$ cat config.mk
export PLATFORM = sky130hd
export DESIGN_NAME = cond_branch_fsm_flat
export DESIGN_NICKNAME = d
export VERILOG_FILES = /design/src/rtl/cond_branch_fsm_if.sv /design/src/rtl/cond_branch_fsm.sv /design/src/flat_wrapper.sv
export SDC_FILE = /design/constraint.sdc
export NUM_CORES = 1
export LEC_CHECK = 0
export CORE_MARGIN = 8
export CORE_UTILIZATION = 30
export DETAILED_ROUTE_END_ITERATION = 7
export DONT_BUFFER_PORTS = 1
export GPL_TIMING_DRIVEN = 0
export PLACE_DENSITY_LB_ADDON = 0.15
export SLEW_MARGIN = 25
export SYNTH_ARGS = -nofsm -noshare
export SYNTH_HDL_FRONTEND = slang
export SYNTH_SLANG_ARGS = --single-unit
$ cat constraint.sdc
create_clock -name clka -period 2 [get_ports clka]
set_input_delay 0.4 -clock clka [delete_from_list [all_inputs] [get_ports clka]]
set_output_delay 0.4 -clock clka [all_outputs]
set_load 0.02 [all_outputs]
$ cat src/rtl/cond_branch_fsm_if.sv
// Decode/ALU-side signal bundle for cond_branch_fsm.
// slave = the FSM, master = whatever drives decode and ALU results.
interface cond_branch_fsm_if #(
    parameter int DATA_W = 16
);
    logic              instr_valid_in;
    logic              instr_ready_out;
    logic              we_reg_in;
    logic              br_in;
    logic [2:0]        nzp_dec_in;
    logic [DATA_W-1:0] alu_result_in;
    logic              alu_valid_in;
    logic              reg_we_out;
    logic              pc_latch_out;
    logic              pc_ctl_0_out;
    logic [2:0]        cc_out;
    logic [1:0]        state_out;
    logic              err_out;

    modport slave (
        input  instr_valid_in, we_reg_in, br_in, nzp_dec_in, alu_result_in, alu_valid_in,
        output instr_ready_out, reg_we_out, pc_latch_out, pc_ctl_0_out, cc_out, state_out, err_out
    );

    modport master (
        output instr_valid_in, we_reg_in, br_in, nzp_dec_in, alu_result_in, alu_valid_in,
        input  instr_ready_out, reg_we_out, pc_latch_out, pc_ctl_0_out, cc_out, state_out, err_out
    );
endinterface

$ cat src/rtl/cond_branch_fsm.sv
// Condition-code / conditional-branch sequencer: accepts one instruction, waits for the ALU, commits.
// Define COND_BRANCH_TIMEOUT_EN to build the ALU-wait timeout and sticky err_out.
//
// state  | meaning
// IDLE   | ready for an instruction (instr_ready_out=1)
// EXEC   | write instruction waiting for alu_valid_in
// COMMIT | one-cycle PC advance / register write / branch decision
module cond_branch_fsm #(
    parameter int DATA_W      = 16,
    parameter int ALU_TIMEOUT = 15
) (
    input  logic              clka,
    input  logic              reset_n_in,
    cond_branch_fsm_if.slave  bus
);
    if (DATA_W < 2 || DATA_W > 64) begin : g_bad_data_w
        $error("cond_branch_fsm: DATA_W out of range 2..64");
    end
    if (ALU_TIMEOUT < 1 || ALU_TIMEOUT > 255) begin : g_bad_alu_timeout
        $error("cond_branch_fsm: ALU_TIMEOUT out of range 1..255");
    end

    typedef enum logic [1:0] {
        IDLE   = 2'b00,
        EXEC   = 2'b01,
        COMMIT = 2'b10
    } state_t;

    state_t     state_q, state_d;
    logic       we_q, br_q, alu_done_q;
    logic [2:0] nzp_q;
    logic [2:0] cc_q;
    logic [2:0] cc_new;
    logic       handshake, alu_take, timeout;

    assign handshake = bus.instr_valid_in && (state_q == IDLE);
    assign alu_take  = bus.alu_valid_in && (state_q == EXEC);

    always_comb begin
        cc_new    = 3'b000;
        cc_new[2] = bus.alu_result_in[DATA_W-1];
        cc_new[1] = ~|bus.alu_result_in;
        cc_new[0] = ~cc_new[2] & ~cc_new[1];
    end

`ifdef COND_BRANCH_TIMEOUT_EN
    logic [7:0] tmr_q;
    logic       err_q;

    // A result arriving on the terminal cycle still wins over the timeout.
    assign timeout = (state_q == EXEC) && !bus.alu_valid_in && (tmr_q == 8'd0);

    always_ff @(posedge clka or negedge reset_n_in) begin
        if (!reset_n_in) begin
            tmr_q <= 8'd0;
            err_q <= 1'b0;
        end else begin
            if (handshake && bus.we_reg_in)
                tmr_q <= 8'(ALU_TIMEOUT - 1);
            else if (state_q == EXEC && tmr_q != 8'd0)
                tmr_q <= tmr_q - 8'd1;
            if (timeout)
                err_q <= 1'b1;
        end
    end

    assign bus.err_out = err_q;
`else
    assign timeout     = 1'b0;
    assign bus.err_out = 1'b0;
`endif

    always_ff @(posedge clka or negedge reset_n_in) begin
        if (!reset_n_in) begin
            state_q    <= IDLE;
            we_q       <= 1'b0;
            br_q       <= 1'b0;
            nzp_q      <= 3'b000;
            alu_done_q <= 1'b0;
            cc_q       <= 3'b000;
        end else begin
            state_q <= state_d;
            if (handshake) begin
                we_q       <= bus.we_reg_in;
                br_q       <= bus.br_in;
                nzp_q      <= bus.nzp_dec_in;
                alu_done_q <= 1'b0;
            end
            if (alu_take) begin
                alu_done_q <= 1'b1;
                cc_q       <= cc_new;
            end
        end
    end

    always_comb begin
        state_d = state_q;
        case (state_q)
            IDLE:    if (handshake) state_d = bus.we_reg_in ? EXEC : COMMIT;
            EXEC:    if (alu_take || timeout) state_d = COMMIT;
            COMMIT:  state_d = IDLE;
            default: state_d = IDLE;
        endcase
    end

    // Branch decision uses cc_q, which already holds this instruction's result.
    assign bus.instr_ready_out = (state_q == IDLE);
    assign bus.pc_latch_out    = (state_q == COMMIT);
    assign bus.reg_we_out      = (state_q == COMMIT) && we_q && alu_done_q;
    assign bus.pc_ctl_0_out    = (state_q == COMMIT) && br_q && |(nzp_q & cc_q);
    assign bus.cc_out          = cc_q;
    assign bus.state_out       = state_q;
endmodule

$ cat src/flat_wrapper.sv
// flat-port wrapper written by rule: the top's interface ports become plain ports
module cond_branch_fsm_flat 
#(
    parameter int DATA_W      = 16,
    parameter int ALU_TIMEOUT = 15
)
  (clka, reset_n_in, bus_instr_valid_in, bus_we_reg_in, bus_br_in, bus_nzp_dec_in, bus_alu_result_in, bus_alu_valid_in, bus_instr_ready_out, bus_reg_we_out, bus_pc_latch_out, bus_pc_ctl_0_out, bus_cc_out, bus_state_out, bus_err_out);
  cond_branch_fsm_if #(.DATA_W(DATA_W)) bus_i ();
  input  logic clka;
  input  logic reset_n_in;
  input wire logic [$bits(bus_i.instr_valid_in)-1:0] bus_instr_valid_in;
  input wire logic [$bits(bus_i.we_reg_in)-1:0] bus_we_reg_in;
  input wire logic [$bits(bus_i.br_in)-1:0] bus_br_in;
  input wire logic [$bits(bus_i.nzp_dec_in)-1:0] bus_nzp_dec_in;
  input wire logic [$bits(bus_i.alu_result_in)-1:0] bus_alu_result_in;
  input wire logic [$bits(bus_i.alu_valid_in)-1:0] bus_alu_valid_in;
  output wire logic [$bits(bus_i.instr_ready_out)-1:0] bus_instr_ready_out;
  output wire logic [$bits(bus_i.reg_we_out)-1:0] bus_reg_we_out;
  output wire logic [$bits(bus_i.pc_latch_out)-1:0] bus_pc_latch_out;
  output wire logic [$bits(bus_i.pc_ctl_0_out)-1:0] bus_pc_ctl_0_out;
  output wire logic [$bits(bus_i.cc_out)-1:0] bus_cc_out;
  output wire logic [$bits(bus_i.state_out)-1:0] bus_state_out;
  output wire logic [$bits(bus_i.err_out)-1:0] bus_err_out;
  assign bus_i.instr_valid_in = bus_instr_valid_in;
  assign bus_i.we_reg_in = bus_we_reg_in;
  assign bus_i.br_in = bus_br_in;
  assign bus_i.nzp_dec_in = bus_nzp_dec_in;
  assign bus_i.alu_result_in = bus_alu_result_in;
  assign bus_i.alu_valid_in = bus_alu_valid_in;
  assign bus_instr_ready_out = bus_i.instr_ready_out;
  assign bus_reg_we_out = bus_i.reg_we_out;
  assign bus_pc_latch_out = bus_i.pc_latch_out;
  assign bus_pc_ctl_0_out = bus_i.pc_ctl_0_out;
  assign bus_cc_out = bus_i.cc_out;
  assign bus_state_out = bus_i.state_out;
  assign bus_err_out = bus_i.err_out;
  cond_branch_fsm #(.DATA_W(DATA_W), .ALU_TIMEOUT(ALU_TIMEOUT)) u_core (.clka(clka), .reset_n_in(reset_n_in), .bus(bus_i));
endmodule
==> impl_metrics.json <==
{
  "dp.cells": 73,
  "yosys_warnings": 0,
  "antenna_cells": 0,
  "clockBufferDepth": 2,
  "post-place-ws_ns": 0.195,
  "synthCells": 48,
  "cp.required_ns": 1.60,
  "cts_inserted_buffers": 3,
  "fin_worst_skew_ns": 0.00228,
  "fin_crit_sh_pct": 95.0,
  "seq_area_frac_synth_pct": 50.6,
  "rows": 15,
  "clock-sinks": 11,
  "synth_seq_cells": 11,
  "die_y_um": 58.6,
  "synth_top_area_share_pct": 50.6,
  "slew_headroom_pct": 65.6,
  "stdcell_count": 78,
  "maxCapViolCount": 0,
  "first_iter_violations": 5,
  "wl_per_cell_um": 15.3,
  "layout.nets": 79,
  "worstSetupPathType": "reg -> out",
  "routed_via_density": 4.90,
  "fp.dieW_um": 58.6,
  "path_cells": "clkbuf_4 > and2b_2 > and3_2",
  "overflow": 0,
  "cts_tree": "yes",
  "antenna_left": 0,
  "place_congestion": 0.715,
  "peakVddDrop_mv": 0.322,
  "whs_ns": 0.220,
  "clkTransAtPathRegs_ns": 0.07,
  "drive_above_1_share_pct": 35.8,
  "ios": 35,
  "drcViolationCount": 0,
  "finalHoldViolations": 0,
  "grt_pass1_wl_um": 1980,
  "grtUsageTotal_pct": 7.77,
  "setup_violations": 0,
  "clk_latency_ns": 0.26,
  "finalMaxSlewViolations": 0,
  "fin_tns_setup_ns": 0,
  "synth_cell_type_count": 22,
  "max_clock_freq_mhz": 526,
  "layout_commonest_cell": "dfrtp_1",
  "place_area_sq_um": 576,
  "place_hpwl_um": 1010,
  "final_cell_mix": "10 x dfrtp_1, 7 x mux2_2, 4 x clkbuf_4, 4 x nor2_1, 4 x nand2_1",
  "synth_top_area_cell": "dfrtp_1",
  "syn2layout_area_growth_pct": 14.9,
  "fin_area_sq_um": 626,
  "total_leakage_power_nw": 0.270,
  "drt-total-wl_um": 1190,
  "endpoint_kind": "output port",
  "synthTopCellsByArea": "dfrtp_1 51%, mux2_2 14%, nand3b_4 3.7%, nor2_1 3.4%, nor4_1 3.4%",
  "utilization_pct": 36.6,
  "first_pass_iters": 4,
  "powerDensity_nw_per_um2": 1010,
  "setup_ws_ns": 0.0993,
  "syn-cell-area_sq_um": 544,
  "coreArea_sq_um": 1710,
  "syn-num-nets": 73,
  "slowest_stage": "dfrtp_2",
  "rsz0062_at_grt": "false",
  "tightest_slew_ns": 0.516,
  "cp_slowest_stage_delay_ns": 0.46,
  "start_util_pct": 31.9,
  "h-tree-depth": 1,
  "routed-via-count": 382,
  "critPathTopFamily": "simple AND/OR/NAND/NOR gates",
  "antenna_found_initial": 0,
  "cp_data_arrival_time_ns": 1.50,
  "crit_path_max_fanout": 8,
  "p_total_uw": 630,
  "avgSynthCellArea_sq_um": 11.3,
  "min_period_ns": 1.90,
  "portBuffers": 0,
  "holdCritPathClass": "in -> reg",
  "cp-start-kind": "flop",
  "grt_max_degree": 12,
  "grt_pass1_vias": 453,
  "crit_buf_inv": 1,
  "status": "finished clean",
  "cts_root_buf": "clkbuf_4",
  "dieArea_sq_um": 3430
}
==> repair_timing <==
action | in CTS | in global routing
gates resized for setup | 3 | 2
endpoints found under the setup margin | 2 | 2
buffers inserted | 0 | 0
endpoints found under the hold margin | 11 | 0
hold buffers | 1 | 0
gates cloned | 0 | 0
==> final timing paths <==
path | slack, ns | startpoint | endpoint | cells past startpoint
max reg2reg | 0.60 | u_core.bus.state_out[1]$_DFFE_PN0P_ | u_core.nzp_q[2]$_DFFE_PN0P_ | 2
min in group asynchronous | 0.52 | reset_n_in | u_core.nzp_q[0]$_DFFE_PN0P_ | 1
min reg2reg | 0.50 | u_core.we_q$_DFFE_PN0P_ | u_core.we_q$_DFFE_PN0P_ | 1
max in group asynchronous | 1.13 | reset_n_in | u_core.bus.state_out[0]$_DFFE_PN0P_ | 1
min | 0.22 | bus_alu_result_in[15] | u_core.bus.cc_out[1]$_DFFE_PN0P_ | 1
max | 0.1 | u_core.bus.state_out[0]$_DFFE_PN0P_ | bus_reg_we_out | 3
==> final cells by class <==
type | instances | area, sq um
Fill cell | 183 | 1080
Sequential cell | 11 | 277
Multi-Input combinational cell | 34 | 262
Tap cell | 25 | 31.3
Clock buffer | 3 | 22.5
Buffer | 2 | 15.0
Timing Repair Buffer | 1 | 10.0
Clock inverter | 1 | 5.00
Inverter | 1 | 3.75
==> power breakdown <==
part	switching [mW]	internal (mW)
clock network	0.0759	0.0739
registers	0.0700	0.276
logic	0.0652	0.0694
total	0.211	0.419
==> logic make-up (layout without fill, tap and decap cells) <==
kind of cell,count (synthesis),in the layout,share of synthesized area [%]
other,1,1,0.689
buffers and inverters,3,8,2.99
muxes,7,7,14.5
DFF,11,11,50.6
and+or+nand+nor,20,20,23.7
AOI/OAI and AO/OA,6,6,7.59
==> state kept, by name (all words and copies together), names as in the netlist <==
register,count
u_core.alu_done_q,1
u_core.br_q,1
u_core.bus.cc_out,3
u_core.bus.state_out,2
u_core.nzp_q,3
u_core.we_q,1
==> per-layer routing <==
metal | global-route usage (%) | vias to the layer above | part of all wire, %
met3 | 2.83 | 2 | 9.9
met1 | 8.20 | 173 | 40
li1 | - | 183 | -
met5 | 0 | - | 0
met4 | 8.19 | 0 | 2.3
met2 | 11.3 | 24 | 48
==> synthesized netlist by cell type, drive strengths merged <==
master  number
a21oi        1
a222oi       1
a22o         1
and2b        1
and3         1
buf          1
clkbuf       1
conb         1
dfrtp       11
inv          1
mux2         7
nand2        4
nand3b       1
nand4        1
nor2         5
nor2b        1
nor3         2
nor3b        1
nor4         3
o21ai        2
o31ai        1
==> worst register-to-register path: cells and delay by family (launching register included) <==
kind / cells / cell delay, ns
DFF: 1 / 0.56
muxes: 1 / 0.37
and+or+nand+nor: 1 / 0.36
(Power assumes the default switching activity.)
==> variant, RTL diff (config.mk and constraints unchanged) <==
`DATA_W` is set to 16 in 3 places; all go to 14.
--- a/src/rtl/cond_branch_fsm_if.sv
+++ b/src/rtl/cond_branch_fsm_if.sv
@@ -1,7 +1,7 @@
 // Decode/ALU-side signal bundle for cond_branch_fsm.
 // slave = the FSM, master = whatever drives decode and ALU results.
 interface cond_branch_fsm_if #(
-    parameter int DATA_W = 16
+    parameter int DATA_W = 14
 );
     logic              instr_valid_in;
     logic              instr_ready_out;
--- a/src/rtl/cond_branch_fsm.sv
+++ b/src/rtl/cond_branch_fsm.sv
@@ -6,7 +6,7 @@
 // EXEC   | write instruction waiting for alu_valid_in
 // COMMIT | one-cycle PC advance / register write / branch decision
 module cond_branch_fsm #(
-    parameter int DATA_W      = 16,
+    parameter int DATA_W      = 14,
     parameter int ALU_TIMEOUT = 15
 ) (
     input  logic              clka,
--- a/src/flat_wrapper.sv
+++ b/src/flat_wrapper.sv
@@ -1,7 +1,7 @@
 // flat-port wrapper written by rule: the top's interface ports become plain ports
 module cond_branch_fsm_flat 
 #(
-    parameter int DATA_W      = 16,
+    parameter int DATA_W      = 14,
     parameter int ALU_TIMEOUT = 15
 )
   (clka, reset_n_in, bus_instr_valid_in, bus_we_reg_in, bus_br_in, bus_nzp_dec_in, bus_alu_result_in, bus_alu_valid_in, bus_instr_ready_out, bus_reg_we_out, bus_pc_latch_out, bus_pc_ctl_0_out, bus_cc_out, bus_state_out, bus_err_out);
Interface: changed (resized bus_alu_result_in); port bits go from 35 to 33. The function was not compared with the original's and may differ.
==> variant against the unedited design <==
  * Total power up 17%
  * Global-route usage up 0.22 points
  * Sequential cell count unchanged
  * Routed wire length up 6.8%
  * Design area down 4.8%
  * Worst setup slack better by 25 ps
  * Critical path depth unchanged
  * Area after synthesis down 2.8%
  * First-iteration DRC count up 60%
  * Critical path type unchanged
  * Largest cell class unchanged
==> variant: results (changes against the unedited design) <==
metric	value	unit	change
outcome	completed		
antenna_found_initial	0		unchanged
grt_pass1_wl	2020	um	+2.1%
cts.path.max_buffers	2		unchanged
htree_levels	1		unchanged
grt_max_degree	12		unchanged
rr_startpoint	u_core.bus.state_out[0]		
min_to	u_core.bus.cc_out[1]		
cts_made_buffers	3		unchanged
worst-r2r-setup-slack	410	ps	-190 ps
synth_cell_types	23		+4.5%
yosysWarnings	0		unchanged
nFillCells	169		-7.7%
hold_slack	226	ps	+5.75 ps
place_congestion	0.697		-2.5%
synth_fp_nets	68		-6.8%
final_layout_size_suffix_gt1_share	30.0	%	-5.8 points
firstDrtPassIters	4		unchanged
drt-total-wl	1270	um	+6.8%
grt_pass1_vias	429		-5.3%
ys_seq_area_share	52.0	%	+1.4 points
ir_worst_vdd	0.330	mV	+2.4%
min_from	bus_alu_result_in[13]		
synth_top_area_cell	dfrtp_1		
io_buffers	0		unchanged
antenna_cells	0		unchanged
regToRegEndpoint	u_core.nzp_q[2]		
crit_fanout	7		-1
critPathSlowestCell	dfrtp_1		
place_hpwl	1080	um	+6.1%
synth_common_cells	dfrtp_1 (11), mux2_4 (5), nor2_1 (4), nand2_1 (3)		
min_path_cells	1		unchanged
switching_share	34.1	%	+0.67 points
final_net_count	74		-6.3%
finalClockSkew	5.32	ps	+3.04 ps
path_delay_family	simple AND/OR/NAND/NOR gates		
reg2reg_depth	4		+2
vias	363		-5.0%
async_reset_ff_share	100	%	unchanged
cp_slowest_stage_delay	540	ps	+80 ps
arrival	1480	ps	-20 ps
clk_transition_reported_paths	70	ps	about the same
root_buffer	clkbuf_4		
p_leak	0.000262	uW	-2.9%
synth_area_leaders	dfrtp_1 (52%), mux2_4 (14%), mux2_2 (4.3%)		
hp-class	input pin to flop		
drt-initial-drc-count	8		+3
clk_latency	270	ps	
grt_usage	8.00	%	+0.22 points
## variant: worst register-to-register path: stages, from the launching register on
cell and delay (ps):
dfrtp_1 540, nor2_2 300, and2_1 190, buf_6 140, mux2_4 300
## variant: stage by stage
step | area [um^2] | cells | setup slack, ps | utilization, % | total power, uW
after CTS | 596 | 67 | 79.0 | 35.3 | 748
after detailed placement | 551 | 62 | 58.2 | 32.6 | 581
after floorplan | 529 | 45 | 262 | - | 539
final | 596 | 67 | 124 | 35.3 | 735
after global routing | 596 | 67 | 53.7 | 35.3 | 776
after global placement | 551 | 62 | 78.4 | 32.6 | 569
## variant: area by class of cell
cell class	count	share of cell area, %
Inverter	1	0.630
Multi-Input combinational cell	31	40.1
Buffer	2	3.15
Timing Repair Buffer	1	1.68
Tap cell	17	3.57
Sequential cell	11	46.4
Clock buffer	4	4.41
## variant: worst max path at each step
| stage | to | cells past startpoint | startpoint | slack (ps) |
|---|---|---|---|---|
| after global routing | bus_pc_ctl_0_out | 3 | u_core.bus.state_out[0] | 50 |
| after global placement | bus_pc_ctl_0_out | 3 | u_core.bus.state_out[1] | 80 |
| after floorplan | bus_pc_ctl_0_out | 3 | u_core.bus.state_out[1] | 260 |
| after CTS | bus_pc_ctl_0_out | 3 | u_core.bus.state_out[0] | 80 |
| after detailed placement | bus_pc_ctl_0_out | 3 | u_core.bus.state_out[1] | 60 |
| final | bus_pc_ctl_0_out | 3 | u_core.bus.state_out[0] | 120 |
## variant: cells by family after synthesis
family          share of synthesized area (%)
compound gates                           6.85
other cells                             0.709
mux                                      18.4
buf+inv                                  4.26
flops                                    52.0
simple gates                             17.7
## variant: power by group through the flow
stage	Combinational (uW)	Clock, uW	Sequential, uW
3_5_place_dp	184	0	398
6_report	191	150	395
3_3_place_gp	179	0	391
5_1_grt	206	165	405
2_1_floorplan	164	0	375
4_1_cts	196	156	397
## variant: metal layers
layer / up-vias / part of all wire (%) / global-route usage (%)
met5: - / 0 / 0
met4: 0 / 0 / 4.20
met3: 0 / 7.5 / 3.75
met2: 20 / 54 / 13.9
met1: 174 / 39 / 7.72
li1: 169 / - / -
## variant: repair_timing
action                                 CTS  global route
setup buffers                            0             0
setup endpoints to repair                2             0
gates resized for setup                  3             0
hold buffers                             1             0
endpoints found under the hold margin   11             0
